### config.mk
export PLATFORM = sky130hd
export DESIGN_NAME = cpu_core_apb
export DESIGN_NICKNAME = d
export VERILOG_FILES = /design/src/rtl/cpu_core_apb.sv
export SDC_FILE = /design/constraint.sdc
export NUM_CORES = 1
export LEC_CHECK = 0
export ABC_AREA = 0
export BUFFER_PORTS_ARGS = -buffer_cell sky130_fd_sc_hd__buf_4
export CORE_MARGIN = 8
export CORE_UTILIZATION = 60
export CTS_BUF_LIST = sky130_fd_sc_hd__clkbuf_2 sky130_fd_sc_hd__clkbuf_4 sky130_fd_sc_hd__clkbuf_8
export DETAILED_ROUTE_END_ITERATION = 10
export GPL_TIMING_DRIVEN = 1
export PLACE_DENSITY = 0.8
export SETUP_SLACK_MARGIN = 0.3
export SYNTH_ARGS = -nofsm -noshare
export SYNTH_HDL_FRONTEND = slang
export SYNTH_SLANG_ARGS = --single-unit
### constraint.sdc
create_clock -name clk -period 12.6 [get_ports clk]
set_input_delay 1.89 -clock clk [delete_from_list [all_inputs] [get_ports clk]]
set_output_delay 1.89 -clock clk [all_outputs]
set_load 0.1 [all_outputs]
### src/rtl/cpu_core_apb.sv
// Multicycle CPU core: 8 x DATA_W register file, ALU, PC/IR and a control FSM acting as APB master.
// Define CPU_RETIRE_CNT_EN to build the 32-bit retired-instruction counter; otherwise retired is 0.
module cpu_core_apb #(
    parameter int DATA_W = 16,
    parameter int ADDR_W = 16
) (
    input  logic              clk,
    input  logic              reset,
    output logic [ADDR_W-1:0] paddr,
    output logic              psel,
    output logic              penable,
    output logic              pwrite,
    output logic [DATA_W-1:0] pwdata,
    input  logic [DATA_W-1:0] prdata,
    input  logic              pready,
    input  logic              pslverr,
    output logic [ADDR_W-1:0] pc,
    output logic              halted,
    output logic              fault,
    output logic [31:0]       retired
);

    localparam logic [3:0] OP_ADD  = 4'd0;
    localparam logic [3:0] OP_SUB  = 4'd1;
    localparam logic [3:0] OP_ADDI = 4'd2;
    localparam logic [3:0] OP_LD   = 4'd3;
    localparam logic [3:0] OP_ST   = 4'd4;
    localparam logic [3:0] OP_BEQ  = 4'd5;
    localparam logic [3:0] OP_JR   = 4'd6;
    localparam logic [3:0] OP_HALT = 4'd15;

    // S_RESET holds the bus idle while reset is applied; fetch starts on the first edge after release.
    typedef enum logic [2:0] {
        S_RESET,
        F_SETUP,
        F_ACCESS,
        EXEC,
        M_SETUP,
        M_ACCESS,
        S_HALT,
        S_FAULT
    } state_t;

    state_t            r_state;
    state_t            w_next;
    logic [ADDR_W-1:0] r_pc;
    logic [ADDR_W-1:0] w_pc_next;
    logic [ADDR_W-1:0] r_maddr;
    logic [15:0]       r_ir;
    logic [DATA_W-1:0] r_regs [8];
    logic              r_halted;
    logic              r_fault;

    logic [3:0]        w_op;
    logic [2:0]        w_rd;
    logic [2:0]        w_rs1;
    logic [2:0]        w_rs2;
    logic signed [5:0] w_imm6;
    logic [DATA_W-1:0] w_imm_d;
    logic [ADDR_W-1:0] w_imm_a;
    logic [DATA_W-1:0] w_rd_val;
    logic [DATA_W-1:0] w_rs1_val;
    logic [DATA_W-1:0] w_rs2_val;
    logic [DATA_W-1:0] w_sum;
    logic [DATA_W-1:0] w_wdata;
    logic [ADDR_W-1:0] w_pc_inc;
    logic              w_we;
    logic              w_ir_ld;
    logic              w_maddr_ld;
    logic              w_retire;
    logic              w_is_mem;

    assign w_op    = r_ir[15:12];
    assign w_rd    = r_ir[11:9];
    assign w_rs1   = r_ir[8:6];
    assign w_rs2   = r_ir[5:3];
    assign w_imm6  = r_ir[5:0];
    assign w_imm_d = DATA_W'(w_imm6);
    assign w_imm_a = ADDR_W'(w_imm6);

    // r0 is hard-wired to zero on the read side; writes to it are dropped below.
    assign w_rd_val  = (w_rd  == 3'd0) ? '0 : r_regs[w_rd];
    assign w_rs1_val = (w_rs1 == 3'd0) ? '0 : r_regs[w_rs1];
    assign w_rs2_val = (w_rs2 == 3'd0) ? '0 : r_regs[w_rs2];
    assign w_sum     = w_rs1_val + w_imm_d;
    assign w_pc_inc  = r_pc + ADDR_W'(1);

    always_comb begin
        w_next     = r_state;
        w_pc_next  = r_pc;
        w_we       = 1'b0;
        w_wdata    = '0;
        w_ir_ld    = 1'b0;
        w_maddr_ld = 1'b0;
        w_retire   = 1'b0;
        case (r_state)
            S_RESET:  w_next = F_SETUP;
            F_SETUP:  w_next = F_ACCESS;
            F_ACCESS: begin
                if (pready) begin
                    if (pslverr) begin
                        w_next = S_FAULT;
                    end else begin
                        w_ir_ld = 1'b1;
                        w_next  = EXEC;
                    end
                end
            end
            EXEC: begin
                w_next    = F_SETUP;
                w_pc_next = w_pc_inc;
                w_retire  = 1'b1;
                case (w_op)
                    OP_ADD: begin
                        w_we    = 1'b1;
                        w_wdata = w_rs1_val + w_rs2_val;
                    end
                    OP_SUB: begin
                        w_we    = 1'b1;
                        w_wdata = w_rs1_val - w_rs2_val;
                    end
                    OP_ADDI: begin
                        w_we    = 1'b1;
                        w_wdata = w_sum;
                    end
                    OP_LD, OP_ST: begin
                        // Memory ops retire and advance PC only once the data transfer completes.
                        w_maddr_ld = 1'b1;
                        w_pc_next  = r_pc;
                        w_retire   = 1'b0;
                        w_next     = M_SETUP;
                    end
                    OP_BEQ: begin
                        if (w_rd_val == w_rs1_val) begin
                            w_pc_next = w_pc_inc + w_imm_a;
                        end
                    end
                    OP_JR:   w_pc_next = ADDR_W'(w_rs1_val);
                    OP_HALT: begin
                        w_pc_next = r_pc;
                        w_next    = S_HALT;
                    end
                    default: ;
                endcase
            end
            M_SETUP:  w_next = M_ACCESS;
            M_ACCESS: begin
                if (pready) begin
                    if (pslverr) begin
                        w_next = S_FAULT;
                    end else begin
                        w_we      = (w_op == OP_LD);
                        w_wdata   = prdata;
                        w_pc_next = w_pc_inc;
                        w_retire  = 1'b1;
                        w_next    = F_SETUP;
                    end
                end
            end
            S_HALT:   w_next = S_HALT;
            S_FAULT:  w_next = S_FAULT;
        endcase
    end

    always_ff @(posedge clk) begin
        if (reset) begin
            r_state  <= S_RESET;
            r_pc     <= '0;
            r_halted <= 1'b0;
            r_fault  <= 1'b0;
            for (int i = 0; i < 8; i++) begin
                r_regs[i] <= '0;
            end
        end else begin
            r_state  <= w_next;
            r_pc     <= w_pc_next;
            r_halted <= (w_next == S_HALT);
            r_fault  <= (w_next == S_FAULT);
            if (w_we && (w_rd != 3'd0)) begin
                r_regs[w_rd] <= w_wdata;
            end
        end
    end

    // IR and data address only matter in states that load them first, so they carry no reset.
    always_ff @(posedge clk) begin
        if (w_ir_ld) begin
            r_ir <= prdata[15:0];
        end
        if (w_maddr_ld) begin
            r_maddr <= ADDR_W'(w_sum);
        end
    end

`ifdef CPU_RETIRE_CNT_EN
    logic [31:0] r_retired;

    always_ff @(posedge clk) begin
        if (reset) begin
            r_retired <= '0;
        end else if (w_retire) begin
            r_retired <= r_retired + 32'd1;
        end
    end

    assign retired = r_retired;
`else
    logic w_unused_retire;

    assign w_unused_retire = w_retire;
    assign retired         = '0;
`endif

    // Bus outputs decode from registered state only, so they hold steady through the whole transfer.
    assign w_is_mem = (r_state == M_SETUP) || (r_state == M_ACCESS);
    assign psel     = (r_state == F_SETUP) || (r_state == F_ACCESS) || w_is_mem;
    assign penable  = (r_state == F_ACCESS) || (r_state == M_ACCESS);
    assign paddr    = w_is_mem ? r_maddr : (psel ? r_pc : '0);
    assign pwrite   = w_is_mem && (w_op == OP_ST);
    assign pwdata   = pwrite ? w_rd_val : '0;
    assign pc       = r_pc;
    assign halted   = r_halted;
    assign fault    = r_fault;

endmodule

==> Yosys cells after proc, flatten, opt, wreduce, memory -nomap -nowiden <==
Memories as Yosys holds them, arrays and structs flattened. A register that Yosys moved wholly into a read port is not among the register bits.
Index checks and enable logic that the tools add are counted.
{ "word_totals": {"ff_bits": 53, "mem_bits_rw": 128, "out_inout_bits": 85, "n_memories": 1} }
{ "memory_table": {"columns": ["name", "depth", "width", "rd", "rd_clocked_by_memory_dff", "wr", "line_no", "text"], "rows": [
  ["r_regs", 8, 16, 3, 3, 8, "50", "logic [DATA_W-1:0] r_regs [8];"]
]} }
{ "op_classes": {"addsub": 5, "eq_ne": 20, "n_mux": 41, "n_reduce_logical": 18} }
{ "op_table": {"columns": ["operator", "count"], "rows": [
  ["16-bit 2-to-1 mux", 12],
  ["16-bit case mux with 3 select lines", 2],
  ["16-bit case mux with 2 select lines", 2],
  ["16-bit adder", 3],
  ["3-bit 2-to-1 mux", 8],
  ["3-bit case mux with 8 select lines", 1],
  ["3-bit == test, second input constant", 6],
  ["16-bit by 1-bit adder with 16-bit output, second input constant", 1],
  ["16-bit == test", 1],
  ["16-bit OR reduction", 1],
  ["16-bit subtractor", 1],
  ["1-bit 2-to-1 mux", 14],
  ["4-bit by 3-bit == test with 1-bit output, second input constant", 3],
  ["3-bit logical NOT", 4],
  ["4-bit by 2-bit == test with 1-bit output, second input constant", 2],
  ["3-bit by 2-bit == test with 1-bit output, second input constant", 2],
  ["2-bit inequality test, second input constant", 3],
  ["3-bit case mux with 2 select lines", 1],
  ["3-bit OR reduction", 2],
  ["4-bit by 1-bit == test with 1-bit output, second input constant", 1],
  ["4-bit == test, second input constant", 1],
  ["4-bit logical NOT", 1],
  ["1-bit logical OR", 4],
  ["4-bit AND reduction", 1],
  ["other kinds (6)", 7]
]} }

==> Logic depth before layout (Yosys ltp) <==
Gate-level depths: netlist of the first run.
{ "depth": {"word_depth": 10, "ltp_mapped": 21, "depth_no_buf": 19} }

==> Worst setup path before layout of the first run <==
OpenSTA, ideal clock, no wires.
{ "synth_path": {"path_type": "reg2out", "from": "reg r_ir[14]", "to": "out pwdata[10]", "arrival_time_ns": 2.807, "path_slack_ns": 7.903, "path_stages_with_launch": 7, "n_path_buf": 2, "path_cell_list": "edfxtp_1 > clkbuf_1 > nand2b_1 > nor3_1 > nand2_1 > clkbuf_1 > a21oi_1"} }
{ "synth_via": {"elab_chain_cells": 3} }
{ "synth_rtl": {"columns": ["item", "line_no", "text"], "rows": [
  ["start, declared", "49", "logic [15:0] r_ir;"],
  ["start signal, assigned", "188", "r_ir <= prdata[15:0];"],
  ["4-bit by 3-bit == test with 1-bit output", "219", "assign pwrite = w_is_mem && (w_op == OP_ST);"],
  ["1-bit logical AND", "219", null],
  ["16-bit 2-to-1 mux", "220", "assign pwdata = pwrite ? w_rd_val : '0;"],
  ["end, declared", "13", "output logic [DATA_W-1:0] pwdata,"]
]} }
Every way passes these cells.

==> results.json, run 1 <==
{
  "gp_congestion": 0.9097,
  "power_w": 0.001402,
  "post_cts_buffers": 0,
  "vias": 10971,
  "ys_seq_area_frac": 0.3977,
  "clkSlewWorstSetupHoldPaths_ns": 0.11,
  "die_w_um": 166.5,
  "die_h_um": 166.5,
  "clock-sinks": 190,
  "dpl.hpwl_um": 27540,
  "vias_per_cell": 6.768,
  "status": "finished clean",
  "setup_violations": 0,
  "start_util": 0.6059,
  "synth_area_leaders": "edfxtp_1 (35%), mux4_2 (16%), nor2_1 (5.0%), dfxtp_1 (4.4%), ha_1 (4.3%)",
  "synth.most_common_cell": "nor2_1",
  "syn_area_mm2": 0.01359,
  "whs_ns": 0.5305,
  "track_usage": 0.2809,
  "antenna_found_initial": 0,
  "grt_max_degree": 33,
  "drv_cap": 0,
  "drtIter0Drc": 1199,
  "min_path_type": "reg2reg",
  "synthFlopType": "edfxtp_1",
  "syn_area_per_cell_um2": 10.76,
  "critPathLaunchType": "flop",
  "first_pass_iters": 6,
  "overflow": 0,
  "clockRootBuffer": "clkbuf_8",
  "yosys.area.top_type": "edfxtp_1",
  "num_rows": 55,
  "crit_path_end_kind": "flop",
  "pin_count": 105,
  "power_density_mw_per_mm2": 95.34,
  "criticalPathCategory": "reg2reg",
  "synth_edf_count": 160,
  "min_period_ns": 6.068,
  "synthTopCellsByCount": "nor2_1 (182), edfxtp_1 (160), nand2_1 (104)",
  "clk_latency_ns": 0.50,
  "synthToLayoutAreaGrowth_pct": 8.193,
  "grt_pass1_vias": 10705,
  "crit_arrival_ns": 6.27,
  "leakage_nw": 5.501,
  "worst_pin_slew_ns": 1.327,
  "port_buffers": 72,
  "synthArstFlopShare": 0,
  "ir_worst_vdd_uv": 64.56,
  "fp.dieArea_mm2": 0.02773,
  "grt_pass1_wl_um": 60620,
  "drive_above_1_share": 0.1856,
  "tns_ns": 0,
  "synthDistinctLibCells": 69,
  "fmax_ghz": 0.1648,
  "detail_route.wl_per_cell_um": 24.33,
  "antenna_left": 0,
  "rsz0062_at_grt": "false",
  "drc": 0,
  "hold_viol": 0,
  "yosysWarnings": 0,
  "antenna_cells": 0,
  "synth_seq_cells": 190,
  "maxSlewViolCount": 0,
  "wirelength_um": 39440,
  "cts_buffer_depth": 2,
  "cts_resized": 0,
  "cts_tree": "yes",
  "final.setup_skew_ns": 0.02018,
  "max_slew_margin": 0.1152,
  "syn_inst": 1263,
  "numCtsBuffers": 17,
  "holdBufCountCts": 0,
  "critical_path_required_ns": 12.80,
  "htree_levels": 4,
  "core_area_mm2": 0.02243,
  "path_max_fanout": 25,
  "fin_nets": 1394,
  "post-route-period-util": 0.4816,
  "synth_top_area_frac": 0.3535
}
==> per-stage QoR <==
stage | worst slack [ns] | area, µm² | std cells | utilization
floorplan | 7.903 | 13770 | 1310 | -
global placement | 6.984 | 14310 | 1590 | 0.6376
detailed placement | 6.729 | 14310 | 1590 | 0.6376
CTS | 6.687 | 14710 | 1621 | 0.6555
global route | 6.191 | 14710 | 1621 | 0.6555
finish | 6.532 | 14710 | 1621 | 0.6555
==> placed cells by master (no fill, tap or decap), types with 27 or more instances in the layout <==
cell / netlist / routed
inv_1: 27 / 27
a21oi_1: 91 / 91
mux4_2: 96 / 96
nor3_1: 30 / 28
nor2_1: 182 / 182
xor2_1: 31 / 31
ha_1: 47 / 47
buf_4: 33 / 96
edfxtp_1: 160 / 160
conb_1: 1 / 48
nand2_1: 104 / 104
dfxtp_1: 30 / 27
xnor2_1: 52 / 52
o21ai_0: 36 / 36
==> cell families after synthesis <==
group | after synthesis | synth area share
buffers and inverters | 128 | 0.04824
XOR/XNOR | 83 | 0.05348
AO/OA/AOI/OAI | 246 | 0.1184
adder cells (fa/ha/maj) | 50 | 0.04768
AND/OR/NAND/NOR | 434 | 0.1482
other | 1 | 0.0002759
multiplexers | 131 | 0.1860
flip-flops | 190 | 0.3977
==> routing by layer <==
layer,GRT usage,routed length (µm)
met1,0.3438,14610
met2,0.4727,19360
met3,0.05887,4042
met4,0.1289,1427
met5,0,0
==> worst paths after layout <==
path | to | slack, ns | cells after the start | from
worst max-delay path | r_regs[7][15] | 6.53 | 14 | r_ir[5]
worst min-delay path | flop | 0.53 | 1 | r_ir[8]
worst max register to register | r_regs[7][15] | 6.53 | 14 | r_ir[5]
worst min register to register | flop | 0.53 | 1 | r_ir[8]
==> power by group <==
| part | leakage, nW | switching (W) | internal, W |
|---|---|---|---|
| registers | 1.85 | 0.0000184 | 0.000701 |
| clock network | 0.197 | 0.000250 | 0.000167 |
| logic | 3.46 | 0.000178 | 0.0000880 |
| total | 5.50 | 0.000446 | 0.000956 |
==> cell type report <==
cell class                      count  area, µm²
Fill cell                        1762       7729
Multi-Input combinational cell    992       7717
Sequential cell                   190       5409
Timing Repair Buffer               96      720.7
Tap cell                          285      356.6
Clock buffer                       17      234.0
Clock inverter                     14      166.4
Inverter                           27      101.3
==> critical path, cell delays in order, from the launching register on <==
cell	delay (ns)
edfxtp_1	0.82
nor3_2	1.04
nor2_1	0.27
nor3_2	0.39
or4b_2	0.61
nand2_1	0.10
xor2_1	0.08
ha_1	0.38
nand3_1	0.10
a211oi_1	0.29
nor3_1	0.16
o41ai_1	0.44
xnor2_1	0.12
a222oi_1	0.87
nor2_1	0.10
==> flip-flops by register name (all words and copies together), names as in the netlist, named ones only <==
name and count:
r_maddr 16, halted 1, r_ir 16, pc 16, r_state 3, fault 1, r_regs 128
No activity file was read; power rests on OpenSTA's default activity.
==> run 2, diff against run 1 <==
--- a/config.mk
+++ b/config.mk
@@ -5,14 +5,14 @@
 export SDC_FILE = /design/constraint.sdc
 export NUM_CORES = 1
 export LEC_CHECK = 0
-export ABC_AREA = 0
+export ABC_AREA = 1
 export BUFFER_PORTS_ARGS = -buffer_cell sky130_fd_sc_hd__buf_4
 export CORE_MARGIN = 8
 export CORE_UTILIZATION = 60
 export CTS_BUF_LIST = sky130_fd_sc_hd__clkbuf_2 sky130_fd_sc_hd__clkbuf_4 sky130_fd_sc_hd__clkbuf_8
 export DETAILED_ROUTE_END_ITERATION = 10
 export GPL_TIMING_DRIVEN = 1
-export PLACE_DENSITY = 0.8
+export PLACE_DENSITY = 0.79
 export SETUP_SLACK_MARGIN = 0.3
 export SYNTH_ARGS = -nofsm -noshare
 export SYNTH_HDL_FRONTEND = slang
==> constraint.sdc (replaced) <==
create_clock -name clk -period 5.6 [get_ports clk]
set_input_delay 0.84 -clock clk [delete_from_list [all_inputs] [get_ports clk]]
set_output_delay 0.84 -clock clk [all_outputs]
set_load 0.1 [all_outputs]
==> run 2 against run 1 <==
Non-clock buffer count rose by 19. Sequential cell count stayed put. Clock skew is 0.0059 ns higher. Fmax is 21% higher. Total power grew to 2.9 times the previous value. Critical path depth is 4 higher. Register-to-register slack lost 6.0 ns. Largest cell class unchanged.
==> results.json, run 2 <==
{
  "crit_arrival_ns": 5.24,
  "fp.dieArea_mm2": 0.03086,
  "power_density_mw_per_mm2": 247.0,
  "ir_worst_vdd_uv": 140.1,
  "post_dp_cell_area_mm2": 0.01600,
  "grt_pass1_wl_um": 83230,
  "clkSlewWorstSetupHoldPaths_ns": 0.12,
  "vias": 16192,
  "ys_seq_area_frac": 0.3533,
  "synthFlopType": "edfxtp_1",
  "clock-sinks": 190,
  "antenna_found_initial": 0,
  "drive_above_1_share": 0.07875,
  "wirelength_um": 54560,
  "max_slew_margin": 0.1983,
  "path_cells": "nor2_1, inv_1, nor2_2, clkinv_1, nor2_1, buf_4, inv_1, o21ai_0, xor2_1, inv_1, ha_1, a21oi_1, o21a_1, o21ai_0, or2_2, a32o_1, a22oi_1, nor2_1",
  "numCtsBuffers": 17,
  "power_w": 0.004053,
  "synth.most_common_cell": "nand2_1",
  "port_buffers": 72,
  "track_usage": 0.3453,
  "num_rows": 58,
  "postLayoutCoreUtil": 0.6536,
  "holdBufCountCts": 0,
  "cts_buffer_depth": 2,
  "post-route-period-util": 0.8964,
  "synth_area_leaders": "edfxtp_1 (31%), nand2_1 (16%), nand3_1 (11%), inv_1 (6.7%), nor2_1 (4.8%)",
  "cts_resized": 0,
  "syn_inst": 2254,
  "final.setup_skew_ns": 0.02607,
  "overflow": 0,
  "fin_nets": 2368,
  "syn_area_per_cell_um2": 6.787,
  "whs_ns": 0.4771,
  "largest_register_ffs": 128,
  "post_cts_buffers": 0,
  "crit_path_end_kind": "flop",
  "criticalPathCategory": "reg2reg",
  "cts_tree": "yes",
  "clockRootBuffer": "clkbuf_8",
  "synthArstFlopShare": 0,
  "holdPathStages": 2,
  "synthToLayoutAreaGrowth_pct": 7.279,
  "setup_violations": 0,
  "fmax_ghz": 0.1992,
  "min_path_type": "reg2reg",
  "maxSlewViolCount": 0,
  "yosysWarnings": 0,
  "max_stage_delay_ns": 0.53,
  "clk_latency_ns": 0.50,
  "rr_worst_depth": 18,
  "rsz0062_at_grt": "false",
  "antenna_left": 0,
  "detail_route.wl_per_cell_um": 20.66,
  "tns_ns": 0,
  "die_w_um": 175.7,
  "synth_top_area_frac": 0.3141,
  "die_h_um": 175.7,
  "top_register": "r_regs",
  "yosys.area.top_type": "edfxtp_1",
  "pin_count": 105,
  "reg2reg_from": "r_ir[15]",
  "drc": 0,
  "vias_per_cell": 6.131,
  "mostFrequentLayoutCells": "nand2_1 (652), nand3_1 (343), inv_1 (274), nor2_1 (193), edfxtp_1 (160)",
  "min_period_ns": 5.020,
  "synthDistinctLibCells": 51,
  "hp-start": "r_ir[7]",
  "gp_congestion": 1.002,
  "synthTopCellsByCount": "nand2_1 (652), nand3_1 (344), inv_1 (274)",
  "htree_levels": 4,
  "drv_cap": 0,
  "synth_edf_count": 160,
  "final_common_cell": "nand2_1",
  "crit_path_start": "r_ir[15]",
  "syn_area_mm2": 0.01530,
  "path_max_fanout": 11,
  "antenna_cells": 0,
  "final_area_mm2": 0.01641,
  "hold_viol": 0,
  "status": "finished clean",
  "grt_pass1_vias": 15035,
  "cp_slowest_cell": "a22oi_1",
  "grt_max_degree": 80,
  "critical_path_required_ns": 5.82,
  "start_util": 0.6093,
  "drtIter0Drc": 2495,
  "leakage_nw": 7.889,
  "dpl.hpwl_um": 37730,
  "core_area_mm2": 0.02511,
  "worst_pin_slew_ns": 1.201,
  "first_pass_iters": 6,
  "critPathLaunchType": "flop",
  "synth_seq_cells": 190
}
==> run 2: cell count changes after synthesis, sizes merged, moves of 50 or more <==
cell   change
nand3    +330
inv      +254
o21ai     +60
buf       +53
a21oi     +50
mux4      -96
nand2    +550
==> run 2: logic make-up (layout without fill, tap and decap cells) <==
family | count (synthesis) | in the layout | synth area share
AOI/OAI and AO/OA | 309 | 309 | 0.1152
xor gates and xnor gates | 52 | 52 | 0.02977
adders and majority gates | 50 | 50 | 0.04237
buffers and inverters | 421 | 431 | 0.1211
DFF | 190 | 190 | 0.3533
other | 1 | 48 | 0.0002451
and+or+nand+nor | 1231 | 1231 | 0.3379
==> run 2: metal layers <==
layer  track usage  routed length [µm]  vias up
met5             0                   0        -
met4        0.1932                2995        0
met3       0.06721                7310      231
met2        0.5240               23510     1193
met1        0.4560               20740     7378
li1              -                   -     7390
==> run 2: layout make-up <==
class | instances | area, µm²
multi-input cells | 1690 | 8224
fillers | 2265 | 8697
well taps | 330 | 412.9
repair buffers | 115 | 888.4
flip-flops and latches | 190 | 5409
clock buffers | 17 | 234.0
clock inverters | 15 | 175.2
inverters | 284 | 1069
==> run 2: worst paths after layout <==
check	endpoint	slack, ns
max	r_regs[2][7]	0.58
min	flop	0.48
max reg2reg	r_regs[2][7]	0.58
min reg2reg	flop	0.48
==> run 2: per-stage QoR <==
stage	instances	setup WS, ns
6_report	2641	0.5803
5_1_grt	2641	0.3011
4_1_cts	2641	0.7028
3_5_place_dp	2609	0.7493
3_3_place_gp	2609	0.7633
2_1_floorplan	2301	0.6867
==> run 2: power breakdown <==
group          internal, W  switching (W)  total, W
clock             0.000414       0.000586   0.00100
sequential         0.00160      0.0000393   0.00164
combinational     0.000373        0.00104   0.00142
total              0.00239        0.00167   0.00405
==> run 2: worst max-delay path: cells and delay by family, from the launching register on <==
family	cells	cell delay [ns]
XOR/XNOR	1	0.21
AND/OR/NAND/NOR	5	1.23
AO/OA/AOI/OAI	6	1.41
flip-flops	1	0.45
buffers and inverters	5	1.04
adder cells (fa/ha/maj)	1	0.37
